File: src/rtl/ucsbece154b_hazard_pkg.sv
// Shared encodings for the multi-cycle hazard unit: forwarding selects and
// the multi-cycle tracker state.
package ucsbece154b_hazard_pkg;

  localparam logic [1:0] FWD_RF = 2'b00;
  localparam logic [1:0] FWD_W  = 2'b01;
  localparam logic [1:0] FWD_M  = 2'b10;

  localparam int MC_CNT_W = 8;

  typedef enum logic {
    MC_IDLE = 1'b0,
    MC_BUSY = 1'b1
  } mc_state_e;

endpackage

File: src/rtl/ucsbece154b_mc_tracker.sv
// Multi-cycle execute tracker: keeps an E-stage op resident for MC_LATENCY
// cycles. The first cycle is spent in IDLE, the rest are counted down in BUSY.
module ucsbece154b_mc_tracker
  import ucsbece154b_hazard_pkg::*;
#(
  parameter int MC_LATENCY = 4
) (
  input  logic clk,
  input  logic reset,
  input  logic multi_i,
  input  logic hold_i,
  output logic mc_stall_o,
  output logic busy_o
);

  localparam bit                  MC_EN    = (MC_LATENCY > 1);
  localparam int                  INIT_INT = (MC_LATENCY > 1) ? MC_LATENCY - 2 : 0;
  localparam logic [MC_CNT_W-1:0] CNT_INIT = MC_CNT_W'(INIT_INT);

  mc_state_e           state_q;
  logic [MC_CNT_W-1:0] cnt_q;

  // The final BUSY cycle (cnt==0) releases the pipeline while the op completes.
  always_comb begin
    mc_stall_o = 1'b0;
    case (state_q)
      MC_IDLE: mc_stall_o = MC_EN && multi_i;
      MC_BUSY: mc_stall_o = (cnt_q != '0);
      default: mc_stall_o = 1'b0;
    endcase
  end

  always_ff @(posedge clk or negedge reset) begin
    if (!reset) begin
      state_q <= MC_IDLE;
      cnt_q   <= '0;
    end else if (!hold_i) begin
      case (state_q)
        MC_IDLE: begin
          if (MC_EN && multi_i) begin
            state_q <= MC_BUSY;
            cnt_q   <= CNT_INIT;
          end
        end
        MC_BUSY: begin
          if (cnt_q == '0) state_q <= MC_IDLE;
          else             cnt_q   <= cnt_q - 1'b1;
        end
        default: state_q <= MC_IDLE;
      endcase
    end
  end

  assign busy_o = (state_q == MC_BUSY);

endmodule

File: src/rtl/ucsbece154b_hazard_unit_mc.sv
// 5-stage hazard/forwarding unit with multi-cycle E ops and a variable-latency
// data memory. Define HAZARD_PERF_CNT_EN to add saturating stall/flush counters.
module ucsbece154b_hazard_unit_mc
  import ucsbece154b_hazard_pkg::*;
#(
  parameter int REG_AW     = 5,
  parameter int MC_LATENCY = 4,
  parameter int CNT_W      = 16
) (
  input  logic              clk,
  input  logic              reset,
  input  logic [REG_AW-1:0] Rs1D_i,
  input  logic [REG_AW-1:0] Rs2D_i,
  input  logic [REG_AW-1:0] Rs1E_i,
  input  logic [REG_AW-1:0] Rs2E_i,
  input  logic [REG_AW-1:0] RdE_i,
  input  logic [REG_AW-1:0] RdM_i,
  input  logic [REG_AW-1:0] RdW_i,
  input  logic              RegWriteM_i,
  input  logic              RegWriteW_i,
  input  logic              LoadE_i,
  input  logic              MultiE_i,
  input  logic              PCSrcE_i,
  input  logic              MemReqM_i,
  input  logic              MemReadyM_i,
  output logic              StallF_o,
  output logic              StallD_o,
  output logic              StallE_o,
  output logic              StallM_o,
  output logic              FlushD_o,
  output logic              FlushE_o,
  output logic              FlushM_o,
  output logic              FlushW_o,
  output logic [1:0]        ForwardAE_o,
  output logic [1:0]        ForwardBE_o,
  output logic              McBusy_o
`ifdef HAZARD_PERF_CNT_EN
  ,
  output logic [CNT_W-1:0]  LuStallCnt_o,
  output logic [CNT_W-1:0]  MemWaitCnt_o,
  output logic [CNT_W-1:0]  FlushCnt_o
`endif
);

  if (MC_LATENCY < 1 || MC_LATENCY > 255 || CNT_W < 1) begin : g_bad_param
    $error("ucsbece154b_hazard_unit_mc: illegal MC_LATENCY or CNT_W");
  end

  // Operand 0 is A (Rs1E), operand 1 is B (Rs2E); M beats W.
  logic [1:0][REG_AW-1:0] rs_e;
  logic [1:0][1:0]        fwd;

  assign rs_e = {Rs2E_i, Rs1E_i};

  for (genvar g = 0; g < 2; g++) begin : g_fwd
    logic hit_m, hit_w;
    assign hit_m  = (rs_e[g] != '0) && (rs_e[g] == RdM_i) && RegWriteM_i;
    assign hit_w  = (rs_e[g] != '0) && (rs_e[g] == RdW_i) && RegWriteW_i;
    assign fwd[g] = hit_m ? FWD_M : (hit_w ? FWD_W : FWD_RF);
  end

  assign ForwardAE_o = fwd[0];
  assign ForwardBE_o = fwd[1];

  logic mem_stall, lw_stall, mc_stall;

  assign mem_stall = MemReqM_i & ~MemReadyM_i;
  assign lw_stall  = LoadE_i & (RdE_i != '0) & ((RdE_i == Rs1D_i) | (RdE_i == Rs2D_i));

  ucsbece154b_mc_tracker #(
    .MC_LATENCY(MC_LATENCY)
  ) u_mc (
    .clk       (clk),
    .reset     (reset),
    .multi_i   (MultiE_i),
    .hold_i    (mem_stall),
    .mc_stall_o(mc_stall),
    .busy_o    (McBusy_o)
  );

  // A waiting memory freezes everything upstream and bubbles W; it overrides
  // redirects so a branch resolved during the wait is re-seen afterwards.
  assign StallF_o = reset & (mem_stall | lw_stall | mc_stall);
  assign StallD_o = reset & (mem_stall | lw_stall | mc_stall);
  assign StallE_o = reset & (mem_stall | mc_stall);
  assign StallM_o = reset & mem_stall;
  assign FlushD_o = reset & PCSrcE_i & ~mem_stall;
  assign FlushE_o = reset & (PCSrcE_i | lw_stall) & ~mem_stall & ~mc_stall;
  assign FlushM_o = reset & mc_stall & ~mem_stall;
  assign FlushW_o = reset & mem_stall;

`ifdef HAZARD_PERF_CNT_EN
  logic [CNT_W-1:0] lu_cnt_q, mem_cnt_q, flush_cnt_q;

  always_ff @(posedge clk or negedge reset) begin
    if (!reset) begin
      lu_cnt_q    <= '0;
      mem_cnt_q   <= '0;
      flush_cnt_q <= '0;
    end else begin
      if (lw_stall  && ~&lu_cnt_q)    lu_cnt_q    <= lu_cnt_q + 1'b1;
      if (mem_stall && ~&mem_cnt_q)   mem_cnt_q   <= mem_cnt_q + 1'b1;
      if (FlushD_o  && ~&flush_cnt_q) flush_cnt_q <= flush_cnt_q + 1'b1;
    end
  end

  assign LuStallCnt_o = lu_cnt_q;
  assign MemWaitCnt_o = mem_cnt_q;
  assign FlushCnt_o   = flush_cnt_q;
`endif

`ifdef SIM
  a_e_onehot: assert property (@(posedge clk) disable iff (!reset)
    $onehot0({LoadE_i, MultiE_i, PCSrcE_i}));
`endif

endmodule

File: config.mk
export PLATFORM = sky130hd
export DESIGN_NAME = ucsbece154b_hazard_unit_mc
export DESIGN_NICKNAME = d
export VERILOG_FILES = /design/src/rtl/ucsbece154b_hazard_pkg.sv /design/src/rtl/ucsbece154b_mc_tracker.sv /design/src/rtl/ucsbece154b_hazard_unit_mc.sv
export SDC_FILE = /design/constraint.sdc
export NUM_CORES = 1
export LEC_CHECK = 0
export CAP_MARGIN = 20
export CORE_MARGIN = 1.5
export CORE_UTILIZATION = 25
export DETAILED_ROUTE_END_ITERATION = 8
export GPL_TIMING_DRIVEN = 0
export PLACE_DENSITY_LB_ADDON = 0.3
export SLEW_MARGIN = 20
export SYNTH_ARGS = -nofsm -noshare
export SYNTH_HDL_FRONTEND = slang
export SYNTH_SLANG_ARGS = --single-unit
File: constraint.sdc
create_clock -name clk -period 4.5 [get_ports clk]
set_input_delay 0.45 -clock clk [delete_from_list [all_inputs] [get_ports clk]]
set_output_delay 0.45 -clock clk [all_outputs]
set_load 0.02 [all_outputs]
==> results.toml <==
[status]
status = "complete, no violations"

[drt]
dr.pass1.iters = 4
vias = 1089
drc_errors = 0
ant_nets = 0
wl_per_cell_um = 11.78
routed_via_density = 4.819
drt_iter0_markers = 77
finalWirelength_um = 2663

[floorplanning]
initial_utilization_pct = 26.64
die_h_um = 66.40
core_um2 = 3771
dieArea_um2 = 4408
die_width_um = 66.40
pin_count = 57
row_count = 22

[worst_setup_path]
path_max_fanout = 3
reg2reg_depth = 7
arrival_ns = 2.68
rr_endpoint = "u_mc.cnt_q[4]"
r2r_slack_ns = 2.56
cp_data_required_time_ns = 4.05
r2r_start = "u_mc.cnt_q[0]"
end_kind = "output pin"
crit_type = "input pin to output pin"
cp-start-kind = "input pin"

[clock_network]
htreeDepth = 1
clock_sinks = 9
cts_tree = "done"
hold_buffers = 0
clockBufferDepth = 2
cts_setup_buffers = 0
cts_root_buf = "clkbuf_8"
clk_pin_slew_worst_paths_ns = 0.05
cts_resized = 0
clock_latency_ns = 0.24
numCtsBuffers = 3

[place]
place_area_um2 = 1625
gp_congestion = 0.7812
io_buffers = 56
dp_cells = 222
hpwl_um = 2278
place_ws_ns = 1.374

[layout]
areaGrowthSynthToFinish_pct = 66.25
n_fill_cell = 367
final_cells = 226
drive_gt1_share_pct = 6.742
nNetsFinal = 225
num_antenna_cells = 0
stdcell_area_um2 = 1670

[timing]
slew_headroom_pct = 48.54
hold_viol_final = 0
fmax_mhz = 319.6
holdWs_ns = 0.5395
slew_violations = 0
tightest_slew_ns = 0.7673
period_share_pct = 69.52
finalSetupTns_ns = 0
rsz0062_at_grt = "false"
final.min_clock_period_ns = 3.129
setup_slack_ns = 1.371
setup_viol = 0
finClkSkew_ns = 0.004431

[synthesis]
synth.net_count = 164
synth.area.top_cells = "dfrtp_1 (22%), xnor2_1 (14%), xor2_1 (12%)"
synth_seq_area_share_pct = 22.42
yosysMostFrequentCell = "xnor2_1"
async_reset_ff_share_pct = 100.0
syn_avg_cell_area_um2 = 8.515
syn_area_um2 = 1005
yosys_warnings = 0
synth_compound_area_share_pct = 13.08
synth_common_cells = "xnor2_1 (16), xor2_1 (14), dfrtp_1 (9)"
ys_types = 36
synthMuxAreaShare_pct = 0.9963
synth_top_area_share_pct = 22.42
yosys.area_share.xor_xnor_pct = 26.15
synth_top_cell_by_area = "dfrtp_1"
synth_cells = 118
synth_fa_ha_area_share_pct = 2.491
synth_top_family_by_area = "simple AND/OR/NAND/NOR gates"
synth_simple_gate_area_share_pct = 28.14
synth_edf_count = 0
synth_seq_cells = 9
ys.flop_type = "dfrtp_1"

[power_and_ir_drop]
peakVddDrop_uv = 103.8
p_per_area_nw_per_um2 = 304.5
leakagePower_nw = 0.6367

[job]
maxCapViolations = 0

[grt]
antenna_found_initial = 0
overflow = 0
grt_first_pass_wirelength_um = 4436
grt_use_total_pct = 12.83
grt_pass1_vias = 1093
grt_max_degree = 15

[worst_hold_path]
holdPathEnd = "u_mc.cnt_q[6]"
hold_path_startpoint = "u_mc.cnt_q[6]"
min_delay_path_depth = 1
worstHoldPathType = "flop to flop"
==> layer usage <==
metal / global-route usage, % / vias up / share of wire, %
li1: - / 548 / -
met1: 14.01 / 490 / 39
met2: 23.63 / 42 / 52
met3: 2.726 / 9 / 6.1
met4: 5.357 / 0 / 2.3
met5: 0 / - / 0
==> cell type report <==
type / count / area [µm²] / area share [%]
Inverter: 2 / 7.507 / 0.4494
Buffer: 7 / 60.06 / 3.596
Tap cell: 48 / 60.06 / 3.596
Multi-Input combinational cell: 100 / 711.9 / 42.62
Clock buffer: 4 / 45.04 / 2.697
Timing Repair Buffer: 56 / 560.5 / 33.56
Sequential cell: 9 / 225.2 / 13.48
==> registers in the layout, indices dropped and copies added, names as in the netlist <==
name,flops
u_mc.cnt_q,8
u_mc.busy_o,1
==> kinds of logic after synthesis <==
group | Yosys count
buffers and inverters | 9
muxes | 1
DFF | 9
xor gates and xnor gates | 30
adders and majority gates | 2
and+or+nand+nor | 49
AOI/OAI and AO/OA | 18
==> power breakdown <==
group	leakage, nW	internal, W	switching, W	total, W
Combinational	0.502	0.000141	0.000125	0.000267
Sequential	0.112	0.000113	0.0000311	0.000144
Clock	0.0228	0.0000621	0.0000356	0.0000976
==> per-stage QoR <==
step	power [W]	utilization [%]
after floorplan	0.0003052	-
after global placement	0.0003986	43.10
after detailed placement	0.0004130	43.10
after CTS	0.0005129	44.29
after global routing	0.0005512	44.29
final	0.0005085	44.29
==> critical path: stages <==
cell and delay [ns]:
clkdlybuf4s50_1 0.47, or4_1 0.55, nor2_1 0.14, nor4_1 0.09, nor4_1 0.31, clkdlybuf4s50_1 0.67
==> worst max-delay path by stage <==
stage	startpoint	end	slack (ns)	cells after the start
final	Rs1E_i[1]	ForwardAE_o[0]	1.37	6
after global routing	Rs1E_i[1]	ForwardAE_o[0]	1.27	6
after CTS	Rs1E_i[1]	ForwardAE_o[0]	1.35	6
after detailed placement	Rs1E_i[1]	ForwardAE_o[0]	1.37	6
after global placement	Rs1E_i[1]	ForwardAE_o[0]	1.38	6
after floorplan	u_mc.cnt_q[0]	StallF_o	2.16	7
==> placed cells by master, fill, tap and decap left out, types with 2 or more instances in the layout <==
master            n
and2_1            2
o21ai_0           2
or3_1             3
inv_1             2
nor2_1            8
nor4_1            6
nand4_1           4
dfrtp_1           9
xnor2_1          16
o31ai_1           2
nor3_1            3
clkdlybuf4s50_1  56
a21boi_1          3
xor2_1           14
buf_6             2
nand3_1           2
ha_1              2
or4_1             7
buf_4             5
nand2b_1          2
nand2_1           7
o21bai_1          2
clkbuf_8          3
Note: power is estimated with default switching activity, not from simulation.
